--- src/rtl/jk_pkg.sv ---
// Shared mode encodings and the single-bit JK next-state function for the
// jk_reg_bank datapath.
package jk_pkg;

    localparam logic [1:0] MODE_JK   = 2'b00;
    localparam logic [1:0] MODE_UP   = 2'b01;
    localparam logic [1:0] MODE_DN   = 2'b10;
    localparam logic [1:0] MODE_HOLD = 2'b11;

    // JK truth table: hold, clear, set, toggle.
    function automatic logic jk_next(input logic q, input logic j, input logic k);
        case ({j, k})
            2'b00:   return q;
            2'b01:   return 1'b0;
            2'b10:   return 1'b1;
            default: return ~q;
        endcase
    endfunction

endpackage

--- src/rtl/jk_cell.sv ---
// One JK flip-flop with synchronous active-low reset, parallel load and enable.
// Priority: RESET > LOAD > EN > JK.
module jk_cell
    import jk_pkg::*;
(
    input  logic CLK,
    input  logic RESET,
    input  logic RESET_BIT,
    input  logic EN,
    input  logic LOAD,
    input  logic D,
    input  logic J,
    input  logic K,
    output logic Q
);

    logic q_d;
    logic q_q;

    // NOTE: q_d gets a default first so every path assigns it and no latch is inferred.
    always_comb begin
        q_d = q_q;
        if (LOAD) begin
            q_d = D;
        end else if (EN) begin
            q_d = jk_next(q_q, J, K);
        end
    end

    // NOTE: state flops use non-blocking assignments; reset is sampled on the clock edge.
    always_ff @(posedge CLK) begin
        if (!RESET) begin
            q_q <= RESET_BIT;
        end else begin
            q_q <= q_d;
        end
    end

    assign Q = q_q;

endmodule

--- src/rtl/jk_reg_bank.sv ---
// WIDTH-bit JK register bank / up-down counter with load, TC and EVT outputs.
// Optional macro JK_SATURATE_EN: counting holds at all-ones / zero instead of wrapping.
module jk_reg_bank
    import jk_pkg::*;
#(
    parameter int                WIDTH     = 4,
    parameter logic [WIDTH-1:0]  RESET_VAL = {WIDTH{1'b0}}
) (
    input  logic             CLK,
    input  logic             RESET,
    input  logic             EN,
    input  logic [1:0]       MODE,
    input  logic [WIDTH-1:0] J,
    input  logic [WIDTH-1:0] K,
    input  logic             LOAD,
    input  logic [WIDTH-1:0] D,
    output logic [WIDTH-1:0] Q,
    output logic             TC,
    output logic             EVT
);

    logic [WIDTH-1:0] q_bits;
    logic [WIDTH-1:0] t_up;
    logic [WIDTH-1:0] t_dn;
    logic [WIDTH-1:0] j_eff;
    logic [WIDTH-1:0] k_eff;
    logic [WIDTH-1:0] q_next;
    logic             all_ones;
    logic             all_zero;
    logic             sat;
    logic             evt_d;
    logic             evt_q;

    assign all_ones = &q_bits;
    assign all_zero = ~|q_bits;

`ifdef JK_SATURATE_EN
    assign sat = ((MODE == MODE_UP) && all_ones) || ((MODE == MODE_DN) && all_zero);
`else
    assign sat = 1'b0;
`endif

    // Cascaded toggle enables and the per-bit J/K mode mux.
    always_comb begin
        t_up    = '0;
        t_dn    = '0;
        j_eff   = '0;
        k_eff   = '0;
        t_up[0] = 1'b1;
        t_dn[0] = 1'b1;
        for (int i = 1; i < WIDTH; i++) begin
            t_up[i] = t_up[i-1] & q_bits[i-1];
            t_dn[i] = t_dn[i-1] & ~q_bits[i-1];
        end
        case (MODE)
            MODE_JK: begin
                j_eff = J;
                k_eff = K;
            end
            MODE_UP: begin
                j_eff = sat ? '0 : t_up;
                k_eff = sat ? '0 : t_up;
            end
            MODE_DN: begin
                j_eff = sat ? '0 : t_dn;
                k_eff = sat ? '0 : t_dn;
            end
            default: begin
                j_eff = '0;
                k_eff = '0;
            end
        endcase
    end

    // Mirror of the cells' next state, used only to detect a change for EVT.
    always_comb begin
        q_next = q_bits;
        for (int i = 0; i < WIDTH; i++) begin
            if (LOAD) begin
                q_next[i] = D[i];
            end else if (EN) begin
                q_next[i] = jk_next(q_bits[i], j_eff[i], k_eff[i]);
            end
        end
        evt_d = (q_next != q_bits);
    end

    always_ff @(posedge CLK) begin
        if (!RESET) begin
            evt_q <= 1'b0;
        end else begin
            evt_q <= evt_d;
        end
    end

    for (genvar g = 0; g < WIDTH; g++) begin : g_cell
        jk_cell u_cell (
            .CLK      (CLK),
            .RESET    (RESET),
            .RESET_BIT(RESET_VAL[g]),
            .EN       (EN),
            .LOAD     (LOAD),
            .D        (D[g]),
            .J        (j_eff[g]),
            .K        (k_eff[g]),
            .Q        (q_bits[g])
        );
    end

    assign Q   = q_bits;
    assign TC  = EN && !LOAD && (((MODE == MODE_UP) && all_ones) || ((MODE == MODE_DN) && all_zero));
    assign EVT = evt_q;

endmodule

--- config.mk ---
export PLATFORM = sky130hd
export DESIGN_NAME = jk_reg_bank
export DESIGN_NICKNAME = d
export VERILOG_FILES = /design/src/rtl/jk_pkg.sv /design/src/rtl/jk_cell.sv /design/src/rtl/jk_reg_bank.sv
export SDC_FILE = /design/constraint.sdc
export NUM_CORES = 1
export LEC_CHECK = 0
export CORE_ASPECT_RATIO = 0.9
export CORE_MARGIN = 2
export CORE_UTILIZATION = 42
export CTS_BUF_LIST = sky130_fd_sc_hd__clkbuf_16
export CTS_CLUSTER_DIAMETER = 80
export CTS_CLUSTER_SIZE = 28
export DETAILED_ROUTE_END_ITERATION = 8
export PLACE_DENSITY = 0.74
export SYNTH_ARGS = -nofsm -noshare
export SYNTH_HDL_FRONTEND = slang
export SYNTH_HIERARCHICAL = 1
export SYNTH_SLANG_ARGS = --single-unit
export TNS_END_PERCENT = 30
--- constraint.sdc ---
create_clock -name CLK -period 2.9 [get_ports CLK]
set_clock_uncertainty 0.1 [all_clocks]
set_input_delay 0.87 -clock CLK [delete_from_list [all_inputs] [get_ports CLK]]
set_output_delay 0.87 -clock CLK [all_outputs]
set_load 0.01 [all_outputs]
==> flow_summary.yaml <==
outcome:
  status: "finished clean"
pwr:
  peakVddDrop_mv: 0.302
  power_density_nw_per_um2: 397
  power.total_uw: 546
  p_leak_nw: 0.643
routing:
  routedWlPerCell_um: 13.7
  drt_iter0_markers: 16
  vias_per_cell: 5.25
  firstDrtPassIters: 4
  ant_nets: 0
  drcViolationCount: 0
  vias: 998
  drt-total-wl_um: 2600
clocking:
  cts-root-buf: "clkbuf_16"
  clock-sinks: 5
  clkTransAtPathRegs_ns: 0.04
  clockBufferDepth: 2
  numCtsBuffers: 3
  cts_max_level: 1
  clk_latency_ns: 0.23
  cts_hold_buf: 0
  cts_tree: "built"
setup_path:
  critPathMaxFanout: 2
  worstSetupStartpointType: "primary input"
  critical_path_arrival_ns: 1.82
  worst_setup_path_end_kind: "primary output"
  worstSetupPathType: "in2out"
  cp.required_ns: 1.93
sta:
  max_freq_ghz: 0.358
  maxSlewViolCount: 0
  setup_viol: 0
  whs_ns: 0.840
  rsz0062_at_grt: "false"
  period_minus_slack_ns: 2.79
  hold_viol: 0
  fin_ws_ns: 0.106
  period_share: 0.964
floorplanning:
  boundaryPins: 24
  coreArea_um2: 1900
  die_w_um: 50.8
  dieHeight_um: 46.2
  dieArea_um2: 2350
  row_count: 15
  start_util: 0.438
place:
  dpl_worst_slack_ns: -0.810
  port_buffers: 23
  gp_congestion: 0.832
  dp_hpwl_um: 1850
flow_run:
  max-cap-violations: 0
logic_synthesis:
  ys_seq_area_frac: 0.169
  synth_top_cell_by_area: "ha_1"
  synth.distinct_cells: 28
  synth_edf_count: 4
  synth-main-ff-cell: "edfxtp_1"
  async_reset_ff_frac: 0
  synth.area.top_cells: "ha_1 18%, edfxtp_1 14%, inv_1 11%"
  syn_area_um2: 830
  synthCells: 112
  yosys_warnings: 6
  yosysTopAreaCellShare: 0.181
  synth_area_per_cell_um2: 7.41
  ys_seq_elements: 5
finish:
  layout_commonest_cell: "buf_4"
  final_util: 0.725
  fillers: 152
  drive_above_1_share: 0.236
  mostFrequentLayoutCells: "26 x buf_4, 23 x inv_1, 20 x clkdlybuf4s50_1, 10 x ha_1"
  nets: 196
  syn2layout_area_growth_pct: 65.8
  antenna_cells: 0
global_routing:
  grt_max_degree: 16
  antenna_found_initial: 0
  grt_pass1_wl_um: 3950
  grt_pass1_vias: 909
  grt-ovfl-total: 0
  grt_util_all_layers: 0.236
min_path:
  hold_class: "reg2reg"
-- sequential cells by signal, indices dropped and copies added, names as in the netlist --
name and cells:
g_cell.u_cell/Q 4, EVT 1
-- final cells by class --
class / count / area (µm²) / area share
clock inverter: 1 / 3.75 / 0.00273
clock buffer: 3 / 75.1 / 0.0546
sequential: 5 / 140 / 0.102
multi-input combinational: 83 / 624 / 0.454
timing repair buffer: 49 / 410 / 0.298
inverter: 24 / 90.1 / 0.0655
tap: 25 / 31.3 / 0.0227
-- cells in the mapped netlist (2+ instances only) --
| master | number |
|---|---|
| o21ai_0 | 6 |
| inv_1 | 24 |
| a21oi_1 | 9 |
| o211ai_1 | 4 |
| a21o_1 | 2 |
| or3b_1 | 2 |
| clkbuf_1 | 2 |
| xor2_1 | 3 |
| nor2_1 | 9 |
| edfxtp_1 | 4 |
| a211oi_1 | 4 |
| mux2i_1 | 4 |
| nand3b_1 | 2 |
| o22ai_1 | 5 |
| ha_1 | 12 |
| nand2_1 | 7 |
| nand2b_1 | 2 |
-- worst paths after layout --
path,from,end,slack [ns],depth (start not counted)
max,MODE[0],TC,0.11,7
min,g_cell[3].u_cell/Q,g_cell[3].u_cell/Q,0.84,3
max reg2reg,g_cell[0].u_cell/Q,g_cell[2].u_cell/Q,0.47,9
min reg2reg,g_cell[3].u_cell/Q,g_cell[3].u_cell/Q,0.84,3
-- per-layer routing --
layer	up-vias	share of wire	track usage	wire (µm)
li1	490	-	-	-
met1	468	0.45	0.255	1160
met2	33	0.50	0.453	1300
met3	7	0.036	0.0357	94
met4	0	0.019	0.124	50
met5	-	0	0	0
-- report_power, final --
| part | switching, mW | total [mW] | internal [mW] |
|---|---|---|---|
| registers | 0.0129 | 0.102 | 0.0895 |
| clock network | 0.0521 | 0.231 | 0.179 |
| logic | 0.0975 | 0.212 | 0.115 |
-- logic make-up (layout without fill, tap and decap cells) --
kind of cell / count (synthesis) / after routing / share of synthesized area
other: 1 / 4 / 0.00452
flip-flops: 5 / 5 / 0.169
multiplexers: 4 / 4 / 0.0483
AO/OA/AOI/OAI: 35 / 35 / 0.281
buffers and inverters: 27 / 77 / 0.131
adder cells (fa/ha/maj): 12 / 12 / 0.181
AND/OR/NAND/NOR: 25 / 25 / 0.154
XOR/XNOR: 3 / 3 / 0.0317
-- metrics by stage --
step	instances	TNS (ns)	cell area, µm²
after floorplan	115	0	841
after global placement	184	-2.26	1260
after detailed placement	184	-3.15	1260
after CTS	190	0	1380
after global routing	190	0	1380
final	190	0	1380
-- repair_timing --
| action | 4_1_cts | 5_1_grt |
|---|---|---|
| gates resized for setup | 15 | 3 |
| pin swaps | 1 | 1 |
| setup endpoints to repair | 6 | 5 |
| setup buffers | 2 | 0 |
-- worst max-delay path, stage by stage --
cell      delay [ns]
clkbuf_2        0.10
buf_4           0.11
ha_2            0.18
and4_4          0.22
mux2i_1         0.09
nor2_1          0.11
buf_2           0.14
Note: power is estimated with default switching activity, not from simulation.
